**config.mk**
```make
export PLATFORM = sky130hd
export DESIGN_NAME = pipe_ctrl
export DESIGN_NICKNAME = d
export VERILOG_FILES = /design/src/rtl/pipe_ctrl_pkg.sv /design/src/rtl/pipe_ctrl_watchdog.sv /design/src/rtl/pipe_ctrl.sv
export SDC_FILE = /design/constraint.sdc
export NUM_CORES = 1
export LEC_CHECK = 0
export CELL_PAD_IN_SITES_DETAIL_PLACEMENT = 2
export CELL_PAD_IN_SITES_GLOBAL_PLACEMENT = 2
export CORE_MARGIN = 5
export CORE_UTILIZATION = 27
export DETAILED_ROUTE_END_ITERATION = 8
export DONT_BUFFER_PORTS = 1
export PLACE_DENSITY = 0.78
export SLEW_MARGIN = 15
export SYNTH_ARGS = -nofsm -noshare
export SYNTH_HDL_FRONTEND = slang
export SYNTH_HIERARCHICAL = 1
export SYNTH_SLANG_ARGS = --single-unit
export TNS_END_PERCENT = 50
```
**constraint.sdc**
```tcl
create_clock -name clk -period 2.85 [get_ports clk]
set_input_delay 0.57 -clock clk [delete_from_list [all_inputs] [get_ports clk]]
set_output_delay 0.57 -clock clk [all_outputs]
set_load 0.01 [all_outputs]
```
**src/rtl/pipe_ctrl_pkg.sv**
```systemverilog
// Shared definitions for the pipeline control unit: exception codes,
// stall encodings, FSM states and the stall-merge helper.
package pipe_ctrl_pkg;

  typedef enum logic [0:0] {
    ST_RUN    = 1'b0,
    ST_REFILL = 1'b1
  } state_e;

  localparam logic        STOP      = 1'b1;
  localparam logic        NOSTOP    = 1'b0;
  localparam logic [31:0] ZERO_WORD = 32'h0000_0000;

  localparam logic [31:0] EXC_INT      = 32'h0000_0001;
  localparam logic [31:0] EXC_SYSCALL  = 32'h0000_0008;
  localparam logic [31:0] EXC_INVALID  = 32'h0000_000a;
  localparam logic [31:0] EXC_OVERFLOW = 32'h0000_000c;
  localparam logic [31:0] EXC_TRAP     = 32'h0000_000d;
  localparam logic [31:0] EXC_ERET     = 32'h0000_000e;

  // The highest requesting stage freezes itself and everything upstream of it.
  function automatic logic [5:0] stall_merge(input logic rq_if, input logic rq_id,
                                             input logic rq_ex, input logic rq_mem);
    logic [5:0] m;
    m = {6{NOSTOP}};
    if (rq_mem) begin
      m = {NOSTOP, {5{STOP}}};
    end else if (rq_ex) begin
      m = {{2{NOSTOP}}, {4{STOP}}};
    end else if (rq_id) begin
      m = {{3{NOSTOP}}, {3{STOP}}};
    end else if (rq_if) begin
      m = {{4{NOSTOP}}, {2{STOP}}};
    end else begin
      m = {6{NOSTOP}};
    end
    return m;
  endfunction

endpackage

```
**src/rtl/pipe_ctrl_watchdog.sv**
```systemverilog
// Stall watchdog: counts consecutive stalled cycles and pulses timeout
// once every TIMEOUT cycles while a stall persists.
module stall_watchdog
  import pipe_ctrl_pkg::*;
#(
  parameter int unsigned TIMEOUT = 255
) (
  input  logic clk,
  input  logic rst,
  input  logic req_any,
  input  logic flush,
  output logic timeout
);

  localparam int unsigned CW = $clog2(TIMEOUT);
  localparam logic [CW-1:0] LAST_CNT = CW'(TIMEOUT - 1);

  logic [CW-1:0] cnt_r;
  logic          timeout_r;

  // Count stalled cycles; any gap or flush restarts the run, expiry wraps to zero.
  always_ff @(posedge clk) begin
    if (rst) begin
      cnt_r     <= '0;
      timeout_r <= 1'b0;
    end else if (!req_any || flush) begin
      cnt_r     <= '0;
      timeout_r <= 1'b0;
    end else if (cnt_r == LAST_CNT) begin
      cnt_r     <= '0;
      timeout_r <= 1'b1;
    end else begin
      cnt_r     <= cnt_r + CW'(1);
      timeout_r <= 1'b0;
    end
  end

  // Reset overrides a pulse that is still sitting in the register.
  assign timeout = timeout_r & ~rst;

endmodule

```
**src/rtl/pipe_ctrl.sv**
```systemverilog
// Pipeline control unit: stall merge, exception flush/redirect FSM and
// stall watchdog for the five-stage core.
module pipe_ctrl
  import pipe_ctrl_pkg::*;
#(
  parameter int unsigned TIMEOUT    = 255,
  parameter logic [31:0] INT_VECTOR = 32'h0000_0020,
  parameter logic [31:0] EXC_VECTOR = 32'h0000_0040
) (
  input  logic        clk,
  input  logic        rst,
  input  logic        stallreq_if,
  input  logic        stallreq_id,
  input  logic        stallreq_ex,
  input  logic        stallreq_mem,
  input  logic [31:0] excepttype_i,
  input  logic [31:0] cp0_epc_i,
  output logic [5:0]  stall,
  output logic        flush,
  output logic [31:0] new_pc,
  output logic        timeout
);

  state_e      state_r;
  logic        req_any_s;
  logic        flush_s;
  logic [5:0]  stall_s;
  logic [31:0] new_pc_s;

  function automatic logic [31:0] decode_pc(input logic [31:0] code, input logic [31:0] epc);
    logic [31:0] pc;
    case (code)
      ZERO_WORD:    pc = ZERO_WORD;
      EXC_INT:      pc = INT_VECTOR;
      EXC_SYSCALL,
      EXC_INVALID,
      EXC_TRAP,
      EXC_OVERFLOW: pc = EXC_VECTOR;
      EXC_ERET:     pc = epc;
      default:      pc = EXC_VECTOR;
    endcase
    return pc;
  endfunction

  assign req_any_s = stallreq_if | stallreq_id | stallreq_ex | stallreq_mem;

  // Same-cycle flush/stall/redirect; an exception taken in RUN beats any stall.
  always_comb begin
    flush_s  = 1'b0;
    stall_s  = {6{NOSTOP}};
    new_pc_s = ZERO_WORD;
    if (rst) begin
      flush_s  = 1'b0;
      stall_s  = {6{NOSTOP}};
      new_pc_s = ZERO_WORD;
    end else if ((state_r == ST_RUN) && (excepttype_i != ZERO_WORD)) begin
      flush_s  = 1'b1;
      stall_s  = {6{NOSTOP}};
      new_pc_s = decode_pc(excepttype_i, cp0_epc_i);
    end else begin
      flush_s  = 1'b0;
      stall_s  = stall_merge(stallreq_if, stallreq_id, stallreq_ex, stallreq_mem);
      new_pc_s = ZERO_WORD;
    end
  end

  // After a flush spend one REFILL cycle ignoring the stale exception code.
  always_ff @(posedge clk) begin
    if (rst) begin
      state_r <= ST_RUN;
    end else begin
      case (state_r)
        ST_RUN:    state_r <= flush_s ? ST_REFILL : ST_RUN;
        ST_REFILL: state_r <= ST_RUN;
        default:   state_r <= ST_RUN;
      endcase
    end
  end

  stall_watchdog #(
    .TIMEOUT (TIMEOUT)
  ) u_watchdog (
    .clk     (clk),
    .rst     (rst),
    .req_any (req_any_s),
    .flush   (flush_s),
    .timeout (timeout)
  );

  assign stall  = stall_s;
  assign flush  = flush_s;
  assign new_pc = new_pc_s;

endmodule

```
==> flow_metrics.py <==
metrics = {
    "status": {
        "outcome": "finished clean",
    },
    "critical_path": {
        "critPathRequiredTime_ps": 2280,
        "crit_chain": "nor4_1 > nand4_1 > nor4_4 > buf_4 > and3_1",
        "cp_slowest_cell": "nor4_1",
        "cp_top_family": "simple AND/OR/NAND/NOR gates",
        "endpoint_kind": "output port",
        "cp_slowest_stage_delay_ps": 360,
        "cp_max_fo": 31,
        "startpoint_type": "input pin",
        "cp_data_arrival_time_ps": 2020,
        "worst-path-buf-inv": 1,
        "criticalPathCategory": "in -> out",
    },
    "clock_network": {
        "cts_sinks": 10,
        "cts_root_buffer": "clkbuf_4",
        "clkTransAtPathRegs_ps": 60,
        "cts-buffers-inserted": 3,
        "clk_latency_ps": 260,
        "ctsHoldBuffers": 0,
        "ctsHtreeMaxLevel": 1,
        "ctsLongestPathBuffers": 2,
        "cts_resized": 0,
        "cts_post_setup_buffers_inserted": 0,
        "cts_tree": "yes",
    },
    "place": {
        "routabilityCongestion": 0.7652,
        "portBuffers": 0,
        "dp_cells": 153,
        "dp_hpwl_um": 3136,
    },
    "timing": {
        "setup_viol": 0,
        "hold_violations": 0,
        "max_freq_mhz": 386.6,
        "period_needed_ps": 2586,
        "setup_tns_ps": 0,
        "worst_pin_slew_ps": 504.1,
        "rsz0062_at_grt": "false",
        "relSlewSlack_pct": 66.33,
        "final_max_slew_viol_count": 0,
        "post-route-period-util_pct": 90.75,
        "whs_ps": 497.1,
        "skew_ps": 5.083,
    },
    "yosys": {
        "synth_seq_cells": 10,
        "synth_xor_xnor_area_share_pct": 1.966,
        "synthAdderAreaFrac_pct": 2.809,
        "synth_edf_count": 0,
        "synthTopCellsByArea": "dfxtp_1, and3_1, nor4_1, buf_6, nor3_1",
        "synth_area_per_cell_um2": 7.815,
        "syn_nets": 186,
        "syn_inst": 114,
        "synthMuxAreaShare_pct": 0,
        "yosysTopAreaCellShare_pct": 22.47,
        "synth_warnings": 6,
        "ys_seq_area_share_pct": 22.47,
        "syn_area_um2": 890.9,
        "synthSimpleGateAreaFrac_pct": 53.37,
        "synth_flop_cell": "dfxtp_1",
        "synth-compound-area-share_pct": 11.38,
        "synth_top_area_cell": "dfxtp_1",
        "synthDistinctLibCells": 41,
        "synth_top_family_by_area": "simple AND/OR/NAND/NOR gates",
        "synthArstFlopShare_pct": 0,
    },
    "grt": {
        "grt_pass1_vias": 953,
        "grt.overflow.total": 0,
        "use_met1_pct": 12.84,
        "grt_max_degree": 32,
        "busiest_layer": "met2",
        "grtUsageMet2_pct": 31.41,
        "antenna_found_initial": 0,
        "met3_usage_pct": 2.995,
        "grt_pass1_wl_um": 4968,
        "grt_use_total_pct": 14.64,
    },
    "power_and_ir_drop": {
        "internal_power_w": 0.0002047,
        "p_comb_share_pct": 12.2,
        "power.total_w": 0.0002752,
        "p_seq_share_pct": 53.4,
        "powerDensity_mw_per_mm2": 295.6,
        "switching_power_w": 0.00007044,
        "leakage_nw": 0.4100,
        "power_frac_clock_pct": 34.3,
        "swShare_pct": 25.60,
        "vdd_drop_max_mv": 0.1200,
    },
    "detailed_routing": {
        "first_pass_iters": 4,
        "ant_nets": 0,
        "drt_wl_total_um": 3600,
        "routedWlPerCell_um": 23.08,
        "vias": 922,
        "avgViaCountPerCell": 5.910,
        "drt_iter0_drc": 23,
        "drc_errors": 0,
    },
    "floorplan": {
        "pin_count": 110,
        "die-height_um": 67.44,
        "start_util_pct": 28.71,
        "dieArea_mm2": 0.004548,
        "die-width_um": 67.44,
        "rows": 20,
        "core_mm2": 0.003103,
    },
    "final_layout": {
        "syn_to_final_growth_pct": 4.494,
        "fillerInstances": 385,
        "drive_gt1_share_pct": 15.18,
        "post-route-util_pct": 30.00,
        "layout.cells.most_common": "and3_1",
        "layout_common_cells": "and3_1, dfxtp_1, nor2_1",
        "layout.cells.non_filler": 156,
        "nets": 186,
        "insertedDiodeCount": 0,
    },
    "hold_path": {
        "hp-class": "reg -> reg",
    },
    "flow_run": {
        "maxCapViolations": 0,
    },
}
-- cell usage after synthesis (2+ instances only) --
cell and n:
ha_1 2, a31oi_1 3, nand4_1 2, buf_6 3, nor2b_1 2, nor3b_1 2
nor2_1 7, nor3_1 6, clkbuf_1 3, nand3_1 2, and3_1 29, dfxtp_1 10
nor4_1 6, a21oi_1 5, inv_1 2, buf_4 2, nand2_1 3, o21ai_0 2
-- power by group through the flow --
stage / combinational [W] / sequential, W / clock (W)
after floorplan: 0.0000288 / 0.000149 / 0
after global placement: 0.0000319 / 0.000150 / 0
after detailed placement: 0.0000341 / 0.000150 / 0
after CTS: 0.0000343 / 0.000147 / 0.0000977
after global routing: 0.0000374 / 0.000148 / 0.000105
final: 0.0000337 / 0.000147 / 0.0000945
-- layer usage --
layer / vias up / wire [µm]
met5: - / 0
met4: 0 / 0
met3: 0 / 432
met2: 65 / 1984
met1: 433 / 1182
li1: 424 / -
-- flip-flops by register name, indices dropped and copies added (netlist names) --
signal                cells
state_r                   1
u_watchdog/cnt_r          8
u_watchdog/timeout_r      1
-- metrics by stage --
stage	cell area (µm²)	worst slack, ps
2_1_floorplan	890.9	191.3
3_3_place_gp	908.4	259.2
3_5_place_dp	908.4	163.4
4_1_cts	930.9	272.0
5_1_grt	930.9	205.0
6_report	930.9	263.5
-- cell families after synthesis --
group | after synthesis
XOR/XNOR | 2
AO/OA/AOI/OAI | 16
adder cells (fa/ha/maj) | 2
other | 1
flip-flops | 10
AND/OR/NAND/NOR | 73
buffers and inverters | 10
-- area by class of cell --
| class | instances | area, µm² | area share, % |
|---|---|---|---|
| timing repair buffer | 3 | 22.52 | 2.419 |
| clock buffer | 3 | 22.52 | 2.419 |
| multi-input combinational | 94 | 623.1 | 66.94 |
| tap | 44 | 55.05 | 5.914 |
| inverter | 2 | 7.507 | 0.8065 |
| sequential | 10 | 200.2 | 21.51 |
-- path summary, 6_finish.rpt --
| path | endpoint | slack (ps) | cells after the start | from |
|---|---|---|---|---|
| max | new_pc[9] | 260 | 5 | excepttype_i[5] |
| min | u_watchdog/cnt_r[0] | 500 | 1 | u_watchdog/cnt_r[0] |
| min reg2reg | u_watchdog/cnt_r[0] | 500 | 1 | u_watchdog/cnt_r[0] |
| max reg2reg | u_watchdog/cnt_r[2] | 1150 | 5 | state_r |
(Power assumes the default switching activity.)
